===== config.mk =====
export PLATFORM = sky130hd
export DESIGN_NAME = hazard_forward_unit
export DESIGN_NICKNAME = d
export VERILOG_FILES = /design/src/rtl/hazard_forward_unit.sv
export SDC_FILE = /design/constraint.sdc
export NUM_CORES = 1
export LEC_CHECK = 0
export BUFFER_PORTS_ARGS = -buffer_cell sky130_fd_sc_hd__buf_2
export CORE_MARGIN = 2
export CORE_UTILIZATION = 40
export DETAILED_ROUTE_END_ITERATION = 16
export RECOVER_POWER = 50
export SYNTH_ARGS = -nofsm -noshare
export SYNTH_HDL_FRONTEND = slang
export SYNTH_SLANG_ARGS = --single-unit

===== constraint.sdc =====
create_clock -name clk -period 5.8 [get_ports clk]
set_input_delay 0 -clock clk [delete_from_list [all_inputs] [get_ports clk]]
set_output_delay 0 -clock clk [all_outputs]
set_load 0.01 [all_outputs]

===== src/rtl/hazard_forward_unit.sv =====
// Forwarding and load-use hazard unit for a 5-stage pipeline: tracks the two instructions ahead of decode.
// Optional stall_count port/counter is built when HFU_STALL_COUNT_EN is defined.
module hazard_forward_unit (
   input  logic       clk,
   input  logic       rst,
   input  logic       dec_valid,
   input  logic [4:0] dec_Rn,
   input  logic [4:0] dec_Rm,
   input  logic [4:0] dec_Rd,
   input  logic       dec_Reg2Loc,
   input  logic       dec_RegWrite,
   input  logic       dec_MemRead,
   input  logic       dec_Move,
   input  logic       flush,
   output logic [1:0] forwardCondA,
   output logic [1:0] forwardCondB,
   output logic       stall
`ifdef HFU_STALL_COUNT_EN
   ,
   output logic [15:0] stall_count
`endif
);

   localparam logic [1:0] KIND_ALU  = 2'd0;
   localparam logic [1:0] KIND_LOAD = 2'd1;
   localparam logic [1:0] KIND_MOV  = 2'd2;

   localparam logic [1:0] FWD_REGFILE = 2'b00;
   localparam logic [1:0] FWD_ALU     = 2'b01;
   localparam logic [1:0] FWD_WB      = 2'b10;
   localparam logic [1:0] FWD_MOV     = 2'b11;

   localparam logic [4:0] ZERO_REG = 5'd31;

   logic       s1_valid;
   logic [4:0] s1_dest;
   logic       s1_wr;
   logic [1:0] s1_kind;

   logic       s2_valid;
   logic [4:0] s2_dest;
   logic       s2_wr;
   logic [1:0] s2_kind;

   logic [4:0] src_a;
   logic [4:0] src_b;
   logic       s1_prod;
   logic       s2_prod;
   logic       a_hit_s1;
   logic       a_hit_s2;
   logic       b_hit_s1;
   logic       b_hit_s2;
   logic       load_hit;
   logic [1:0] dec_kind;

   function automatic logic [1:0] kind_of(input logic move, input logic mem_read);
      if (move)
         return KIND_MOV;
      else if (mem_read)
         return KIND_LOAD;
      else
         return KIND_ALU;
   endfunction

   // Youngest producer wins; a load in S1 yields no forward code (handled as a stall).
   function automatic logic [1:0] fwd_code(input logic hit_s1, input logic hit_s2,
                                           input logic [1:0] kind_s1);
      if (hit_s1) begin
         case (kind_s1)
            KIND_ALU: return FWD_ALU;
            KIND_MOV: return FWD_MOV;
            default:  return FWD_REGFILE;
         endcase
      end
      else if (hit_s2)
         return FWD_WB;
      else
         return FWD_REGFILE;
   endfunction

   assign dec_kind = kind_of(dec_Move, dec_MemRead);

   always_comb begin
      src_a = dec_Rn;
      src_b = dec_Reg2Loc ? dec_Rm : dec_Rd;

      s1_prod = s1_valid && s1_wr && (s1_dest != ZERO_REG);
      s2_prod = s2_valid && s2_wr && (s2_dest != ZERO_REG);

      a_hit_s1 = s1_prod && (src_a != ZERO_REG) && (src_a == s1_dest);
      a_hit_s2 = s2_prod && (src_a != ZERO_REG) && (src_a == s2_dest);
      b_hit_s1 = s1_prod && (src_b != ZERO_REG) && (src_b == s1_dest);
      b_hit_s2 = s2_prod && (src_b != ZERO_REG) && (src_b == s2_dest);

      load_hit = dec_valid && (s1_kind == KIND_LOAD) && (a_hit_s1 || b_hit_s1);
   end

   // Flush beats the load-use stall; reset forces everything quiet immediately.
   always_comb begin
      stall        = load_hit && !flush && !rst;
      forwardCondA = FWD_REGFILE;
      forwardCondB = FWD_REGFILE;
      if (dec_valid && !load_hit && !rst) begin
         forwardCondA = fwd_code(a_hit_s1, a_hit_s2, s1_kind);
         forwardCondB = fwd_code(b_hit_s1, b_hit_s2, s1_kind);
      end
   end

   always_ff @(posedge clk or posedge rst) begin
      if (rst) begin
         s1_valid <= 1'b0;
         s1_dest  <= 5'd0;
         s1_wr    <= 1'b0;
         s1_kind  <= KIND_ALU;
         s2_valid <= 1'b0;
         s2_dest  <= 5'd0;
         s2_wr    <= 1'b0;
         s2_kind  <= KIND_ALU;
      end
      else if (flush) begin
         s1_valid <= 1'b0;
         s2_valid <= 1'b0;
      end
      else begin
         s2_valid <= s1_valid;
         s2_dest  <= s1_dest;
         s2_wr    <= s1_wr;
         s2_kind  <= s1_kind;
         if (stall) begin
            s1_valid <= 1'b0;
            s1_dest  <= 5'd0;
            s1_wr    <= 1'b0;
            s1_kind  <= KIND_ALU;
         end
         else begin
            s1_valid <= dec_valid;
            s1_dest  <= dec_Rd;
            s1_wr    <= dec_RegWrite;
            s1_kind  <= dec_kind;
         end
      end
   end

`ifdef HFU_STALL_COUNT_EN
   // Saturating count of stall cycles; stall is already low whenever flush is high.
   always_ff @(posedge clk or posedge rst) begin
      if (rst)
         stall_count <= 16'd0;
      else if (stall && (stall_count != 16'hFFFF))
         stall_count <= stall_count + 16'd1;
   end
`endif

   // The bubble inserted by a stall guarantees a load never stalls decode twice.
   a_single_stall: assert property (@(posedge clk) disable iff (rst) stall |=> !stall);
   a_flush_no_stall: assert property (@(posedge clk) disable iff (rst) flush |-> !stall);
   a_idle_quiet: assert property (@(posedge clk) disable iff (rst)
      !dec_valid |-> (forwardCondA == FWD_REGFILE && forwardCondB == FWD_REGFILE && !stall));

endmodule


==> results of run 1 <==
## worst max-delay path by stage
stage | from | endpoint | slack [ps] | cells past startpoint
after floorplan | s1_dest[0] | s1_valid | 3850 | 6
after global placement | s1_dest[4] | s1_dest[1] | 3650 | 6
after detailed placement | s1_dest[4] | s1_valid | 3600 | 6
after CTS | s1_dest[4] | stall | 3270 | 6
after global routing | s1_dest[0] | stall | 3120 | 6
final | s1_dest[4] | stall | 3320 | 6
## Yosys cell counts (all sizes together)
cell,instances
nor2,11
nand2,7
nor4,2
o31ai,1
nand4b,1
inv,2
nor3b,1
nor2b,2
a2111oi,1
nand3,3
mux2,6
nand4,5
o211ai,3
xnor2,14
mux2i,12
dfrtp,16
a31oi,1
nand3b,1
o21ai,3
a22oi,2
xor2,5
clkbuf,2
buf,1
nand2b,3
nor3,4
## cells in the final DEF, fill, tap and decap left out, drive strengths merged
| master | n |
|---|---|
| o21ai | 3 |
| nand2b | 3 |
| nor3b | 1 |
| a2111oi | 1 |
| o211ai | 3 |
| dlygate4sd3 | 8 |
| dfrtp | 16 |
| inv | 2 |
| xnor2 | 14 |
| nand2 | 7 |
| buf | 26 |
| nand3b | 1 |
| nand4 | 5 |
| xor2 | 5 |
| nor3 | 4 |
| nor4 | 2 |
| nand3 | 3 |
| nand4b | 1 |
| nor2b | 2 |
| mux2i | 12 |
| mux2 | 6 |
| a22oi | 2 |
| clkbuf | 5 |
| nor2 | 11 |
| a31oi | 1 |
| o31ai | 1 |
## stage by stage
step / instance area [um2] / util [%] / power [mW] / worst slack, ps
6_report: 1360 / 53.92 / 0.2880 / 3319
5_1_grt: 1360 / 53.92 / 0.3023 / 3117
4_1_cts: 1361 / 53.97 / 0.2903 / 3267
3_5_place_dp: 1245 / 49.36 / 0.2104 / 3601
3_3_place_gp: 1245 / 49.36 / 0.2093 / 3647
2_1_floorplan: 1091 / - / 0.1877 / 3848
## sequential cells by signal, summed over array words and instances (netlist names)
signal and cells:
s1_dest 5, s1_kind 2, s1_valid 1, s1_wr 1
s2_dest 5, s2_valid 1, s2_wr 1
## what timing repair did
item	4_1_cts	5_1_grt
hold buffers	8	0
hold endpoints to repair	23	0
gates resized for setup	0	0
## power groups by stage
stage | registers (mW) | logic [mW] | clock network, mW
after floorplan | 0.137 | 0.0502 | 0
final | 0.142 | 0.0706 | 0.0754
after global routing | 0.144 | 0.0775 | 0.0808
after detailed placement | 0.144 | 0.0667 | 0
after CTS | 0.142 | 0.0709 | 0.0778
after global placement | 0.143 | 0.0658 | 0
## layout make-up
| class | instances | area, um2 | area share, % |
|---|---|---|---|
| Clock buffer | 4 | 36.28 | 2.668 |
| Inverter | 2 | 7.507 | 0.5520 |
| Multi-Input combinational cell | 88 | 664.4 | 48.85 |
| Sequential cell | 16 | 400.4 | 29.44 |
| Tap cell | 30 | 37.54 | 2.760 |
| Timing Repair Buffer | 35 | 214.0 | 15.73 |
## cells by family (layout without fill, tap and decap cells)
group                     after synthesis  in the layout
and+or+nand+nor                        40             40
xor gates and xnor gates               19             19
muxes                                  18             18
DFF                                    16             16
AOI/OAI and AO/OA                      11             11
buffers and inverters                   5             41
## worst reg2reg max path, delay by kind of cell (launching register included)
kind,cells,cell delay [ps]
AOI/OAI and AO/OA,2,800
and+or+nand+nor,4,800
DFF,1,470
## routing by layer
layer | global-route usage, % | vias up
met5 | 0 | -
met4 | 8.844 | 0
met3 | 1.860 | 5
met2 | 25.38 | 20
met1 | 24.03 | 422
li1 | - | 459
==> results.toml, run 1 <==
[pwr]
clock_power_share_pct = 26.2
internal_power_mw = 0.2001
p_sw_mw = 0.08796
leakagePower_nw = 0.5934
seq_power_share_pct = 49.3
peakVddDrop_mv = 0.1686
swShare_pct = 30.54
combinationalPowerShare_pct = 24.5
p_per_area_mw_per_mm2 = 211.8

[clock_network]
clk_latency_ps = 300
clk_pin_slew_ps = 90
numCtsBuffers = 3
postCtsSetupBuffers = 0
clock_path_buffers = 2
cts-root-buf = "clkbuf_4"
cts.sinks = 16
cts_tree = "yes"
htreeDepth = 1

[placed_design]
dp.cells = 163
portBuffers = 27
gp_congestion = 0.8396
dp_hpwl_mm = 1.970

[critical_path]
r2r-end = "s1_dest[1]"
crit_chain = "nand2_1 -> o211ai_1 -> nor4_1 -> nand4_1 -> a2111oi_4 -> buf_2"
max_stage_delay_ps = 670
start_kind = "flop"
reg2regPathDepth = 6
path_max_fanout = 10
cp_slowest_cell = "a2111oi_4"
required_ps = 5800
cp-end-kind = "primary output"
path_class = "flop to primary output"
reg2reg_from = "s1_dest[4]"
r2r_setup_slack_ps = 3610
crit_family = "compound AO/OA/AOI/OAI gates"
cp_num_buf_inv = 1
worstPathArrival_ps = 2480

[flow_run]
max_cap_viol_count = 0

[status]
status = "finished, final reports clean"

[cells_and_area]
diodes = 0
area_delta_synth_final_pct = 24.66
final_cells = 175
num-fill-cells = 226
nets = 169
drive_gt1_share_pct = 27.59

[logic_synthesis]
synth_top_area_share_pct = 36.70
yosysSeqAreaShare_pct = 36.70
syn_nets = 132
synthAdderAreaFrac_pct = 0
synthMuxAreaShare_pct = 17.55
synth_compound_area_share_pct = 8.601
synth_area_leaders = "dfrtp_1 (37%), xnor2_1 (11%), mux2i_1 (10%)"
synth_simple_gate_area_share_pct = 19.50
synth_top_family_by_area = "simple AND/OR/NAND/NOR gates"
yosys_warnings = 0
synth_xor_area_share_pct = 15.25
syn_inst = 109
synth.avg_cell_area_um2 = 10.01
synth.largest_area_cell = "dfrtp_1"
yosys_register_bits = 16
syn_area_mm2 = 0.001091
ys_types = 29

[timing]
setup_viol = 0
holdWs_ps = 11.76
rsz0062_at_grt = "no"
final.setup.tns_ps = 0
finalCriticalPeriod_ps = 2481
worst_pin_slew_ps = 623.1
final_hold_viol_count = 0
max_freq_mhz = 403.1
relSlewSlack_pct = 58.46
period_share_pct = 42.78
slew_viol_final = 0
skew_ps = 1.329

[routing]
met2_length_mm = 1.217
routed_via_density = 5.177
top_layer = "met4"
wl_met3_um = 104
wl_met1_mm = 1.222
vias = 906
drtIter0Drc = 35
post-route-drc-count = 0
drt.antenna.violating_nets = 0
routed_wl_mm = 2.588
dr.pass1.iters = 4
routedWlPerCell_um = 14.79

[floorplanning]
ios = 28
fp.dieW_um = 56.23
initial_utilization_pct = 43.25
die_h_um = 56.23
dieArea_mm2 = 0.003161
core.rowCount = 18
core_mm2 = 0.002522

[grt]
antenna_found_initial = 0
grt_pass1_wl_mm = 4.236
grt-ovfl-total = 0
grt_use_total_pct = 17.00
grt_max_degree = 20
first_global_vias = 872

[min_path]
hold_path.class = "primary input to flop"
whs_path_depth = 3
hold_end = "s1_dest[4]"
min_from = "dec_Rd[4]"
Note: power is estimated with default switching activity, not from simulation.
==> run 2: changes to the inputs <==
clock period = 2.6 ns   (was 5.8 ns; I/O delays follow)
==> results.toml, run 2 (same netlist as run 1, synthesis figures left out) <==
[status]
status = "finished, final reports clean"

[clock_network]
cts_tree = "yes"
htreeDepth = 1
clk_latency_ps = 280
clock_path_buffers = 2
cts.sinks = 16
cts-root-buf = "clkbuf_4"
numCtsBuffers = 3
cts_resized = 0
clk_pin_slew_ps = 90

[critical_path]
required_ps = 2600
crit_family = "simple AND/OR/NAND/NOR gates"
crit_chain = "nand3_1 -> o211ai_1 -> nor4_1 -> nand4_1 -> a2111oi_4 -> buf_2"
r2r_setup_slack_ps = 430
worstPathArrival_ps = 2290
path_class = "flop to primary output"
start_kind = "flop"
max_stage_delay_ps = 530
cp-end-kind = "primary output"
cp_slowest_cell = "a2111oi_4"
cp_num_buf_inv = 1
path_max_fanout = 5

[timing]
worst_pin_slew_ps = 629.1
setup_viol = 0
period_share_pct = 88.02
skew_ps = 0.6416
final.setup.tns_ps = 0
slew_viol_final = 0
final_hold_viol_count = 0
rsz0062_at_grt = "no"
relSlewSlack_pct = 58.02
holdWs_ps = 17.55
max_freq_mhz = 437.0
finalCriticalPeriod_ps = 2289

[routing]
drt.antenna.violating_nets = 0
wl_met3_um = 158
routed_via_density = 5.331
top_layer = "met4"
wl_met1_mm = 1.191
met2_length_mm = 1.171
vias = 933
dr.pass1.iters = 4
routed_wl_mm = 2.579
routedWlPerCell_um = 14.74
drtIter0Drc = 18
post-route-drc-count = 0

[placed_design]
place_area_mm2 = 0.001245
dp_hpwl_mm = 1.996
dp.cells = 163
gp_congestion = 0.8395
portBuffers = 27

[grt]
antenna_found_initial = 0
grt_pass1_wl_mm = 4.284
grt-ovfl-total = 0
grt_max_degree = 20
grt_use_total_pct = 17.26
first_global_vias = 855

[cells_and_area]
top_regs = "s1_dest (5), s2_dest (5), s1_kind (2)"
area_delta_synth_final_pct = 24.43
final_common_cell = "buf_2"
drive_gt1_share_pct = 28.28
final_cell_area_mm2 = 0.001358
diodes = 0
final_cells = 175
nets = 169
final_cell_mix = "buf_2 (26), dfrtp_1 (16), xnor2_1 (14), nor2_1 (11), mux2i_1 (11)"

[floorplanning]
die_h_um = 56.23
core_mm2 = 0.002522
core.rowCount = 18
dieArea_mm2 = 0.003161
initial_utilization_pct = 43.25
ios = 28
fp.dieW_um = 56.23

[pwr]
leakagePower_nw = 0.5947
p_per_area_mw_per_mm2 = 469.3
peakVddDrop_mv = 0.3410

[min_path]
hold_path.class = "primary input to flop"

[flow_run]
max_cap_viol_count = 0
-- run 2: through the flow --
stage | worst slack (ps) | util, % | total power, mW
3_3_place_gp | 447.0 | 49.36 | 0.4668
3_5_place_dp | 415.1 | 49.36 | 0.4698
4_1_cts | 107.7 | 53.57 | 0.6411
6_report | 311.5 | 53.82 | 0.6371
5_1_grt | 108.4 | 53.82 | 0.6706
2_1_floorplan | 648.4 | - | 0.4187
-- run 2: what timing repair did --
action	CTS	global route
endpoints found under the setup margin	0	1
hold buffers	7	0
setup buffers	0	1
hold endpoints to repair	22	0
-- run 2: routing by layer --
metal  up-vias  track usage (%)
met3         6            1.628
met2        29            25.55
met4         0            7.823
met1       434            25.25
li1        464                -
met5         -                0
-- run 2: power breakdown --
group | switching [mW] | internal (mW) | total [mW]
logic | 0.0722 | 0.0842 | 0.156
registers | 0.0405 | 0.276 | 0.316
clock network | 0.0792 | 0.0853 | 0.165
-- run 2: worst reg2reg max path: cells and delay by family (launching register included) --
family                 cells  cell delay, ps
buffers and inverters      1             220
and+or+nand+nor            4             740
AOI/OAI and AO/OA          2             650
DFF                        1             460
-- run 2: area by class of cell --
| cell class | count | area (um2) |
|---|---|---|
| Inverter | 2 | 7.507 |
| Clock buffer | 4 | 36.28 |
| Multi-Input combinational cell | 88 | 664.4 |
| Timing Repair Buffer | 35 | 211.5 |
| Fill cell | 235 | 1165 |
| Sequential cell | 16 | 400.4 |
| Tap cell | 30 | 37.54 |
-- run 2: final timing paths --
check	startpoint	cells past startpoint	to
setup / recovery	s1_dest[0]	6	stall
hold / removal	dec_Rd[2]	3	s1_dest[2]
setup reg to reg	s1_dest[0]	7	s1_dest[4]
hold reg to reg	s1_valid	1	s2_valid
max in group asynchronous	rst	3	s2_wr
min in group asynchronous	rst	3	s2_valid
==> run 3: changes to the inputs <==
BUFFER_PORTS_ARGS = -buffer_cell sky130_fd_sc_hd__clkbuf_2   (was -buffer_cell sky130_fd_sc_hd__buf_2)
==> results.toml, run 3 (same netlist as run 1, synthesis figures left out) <==
[status]
status = "finished, final reports clean"

[routing]
routedWlPerCell_um = 14.31
routed_via_density = 5.324
dr.pass1.iters = 4
drtIter0Drc = 16
drt.antenna.violating_nets = 0
post-route-drc-count = 0
vias = 921
routed_wl_mm = 2.476

[pwr]
p_per_area_mw_per_mm2 = 448.1
leakagePower_nw = 0.5832
peakVddDrop_mv = 0.2849
finalPower_mw = 0.5977

[floorplanning]
die_h_um = 56.23
initial_utilization_pct = 43.25
ios = 28
core_mm2 = 0.002522
fp.dieW_um = 56.23
dieArea_mm2 = 0.003161
core.rowCount = 18

[critical_path]
cp-end-kind = "primary output"
worstPathArrival_ps = 2280
required_ps = 2600
path_max_fanout = 5
start_kind = "flop"
path_class = "flop to primary output"

[timing]
relSlewSlack_pct = 57.53
period_share_pct = 87.83
final.setup.tns_ps = 0
finalCriticalPeriod_ps = 2284
final_hold_viol_count = 0
worst_pin_slew_ps = 636.3
setup_viol = 0
max_freq_mhz = 437.9
setup_ws_ps = 316.4
skew_ps = 8.221
rsz0062_at_grt = "no"
slew_viol_final = 0

[cells_and_area]
final_cell_mix = "clkbuf_2 (26), dfrtp_1 (16), xnor2_1 (14), nor2_1 (11), mux2i_1 (11)"
final_cell_area_mm2 = 0.001334
nets = 168
top_regs = "s1_dest (5), s2_dest (5), s1_kind (2)"
utilization_pct = 52.88
area_delta_synth_final_pct = 22.25
num-fill-cells = 226
final_common_cell = "clkbuf_2"
drive_gt1_share_pct = 27.97
diodes = 0

[grt]
first_global_vias = 870
grt_max_degree = 20
grt-ovfl-total = 0
grt_use_total_pct = 16.46
antenna_found_initial = 0
grtUsageMet3_pct = 1.628
use_met2_pct = 26.72
top_usage_layer = "met2"
grt_use_met1_pct = 23.04
grt_pass1_wl_mm = 4.043

[clock_network]
numCtsBuffers = 3
cts-root-buf = "clkbuf_4"
htreeDepth = 1
clock_path_buffers = 2
clk_pin_slew_ps = 90
cts_tree = "yes"
cts.sinks = 16
clk_latency_ps = 280
cts_resized = 0

[placed_design]
pre_cts_ws_ps = 389.7
portBuffers = 27
dp_hpwl_mm = 1.951
place_area_mm2 = 0.001245
gp_congestion = 0.8414

[flow_run]
max_cap_viol_count = 0

[min_path]
hold_path.class = "primary input to flop"
run 3: cell count changes in the layout (fill, tap and decap cells not counted):
cell           delta
clkbuf_2         +26
dlygate4sd3_1     -1
buf_2            -26
clkbuf_8          -1
run 3: path summary, 6_finish.rpt:
kind                       slack, ps  depth (start not counted)          to       start
min in group asynchronous        410                          3       s1_wr         rst
max in group asynchronous       1770                          3  s1_dest[3]         rst
setup / recovery                 320                          6       stall  s1_dest[0]
hold reg to reg                  520                          1    s2_valid    s1_valid
setup reg to reg                 420                          7  s1_dest[3]  s1_dest[0]
hold / removal                     8                          3  s1_dest[2]   dec_Rd[2]
run 3: layout make-up:
cell class	instances	area, um2	area share, %
Multi-Input combinational cell	88	664.4	49.81
Sequential cell	16	400.4	30.02
Timing Repair Buffer	34	201.4	15.10
Tap cell	30	37.54	2.814
Clock buffer	3	22.52	1.689
Inverter	2	7.507	0.5629
run 3: power breakdown:
group	internal, mW	leakage (nW)	switching [mW]	total, mW
logic	0.0831	0.377	0.0718	0.155
registers	0.276	0.192	0.0407	0.316
clock network	0.0538	0.0138	0.0728	0.127
total	0.412	0.583	0.185	0.598
run 3: what timing repair did:
| item | CTS | global route |
|---|---|---|
| setup endpoints to repair | 0 | 1 |
| hold endpoints to repair | 21 | 0 |
| buffers inserted | 0 | 1 |
| hold buffers | 6 | 0 |
run 3: critical path: stages, from the launching register on:
cell and delay (ps):
dfrtp_1 460, nand3_1 120, o211ai_1 110, nor4_1 310
nand4_1 280, a2111oi_4 510, clkbuf_2 210
run 3: metal layers:
layer	vias up	wire (um)
met4	0	25
met5	-	0
li1	465	-
met2	15	1194
met3	4	82
met1	437	1174
run 3: stage by stage:
step | instances | hold WS, ps
finish | 173 | 7.636
global route | 173 | 15.78
detailed placement | 163 | 141.7
CTS | 172 | 4.633
floorplan | 109 | -78.24
global placement | 163 | 140.2
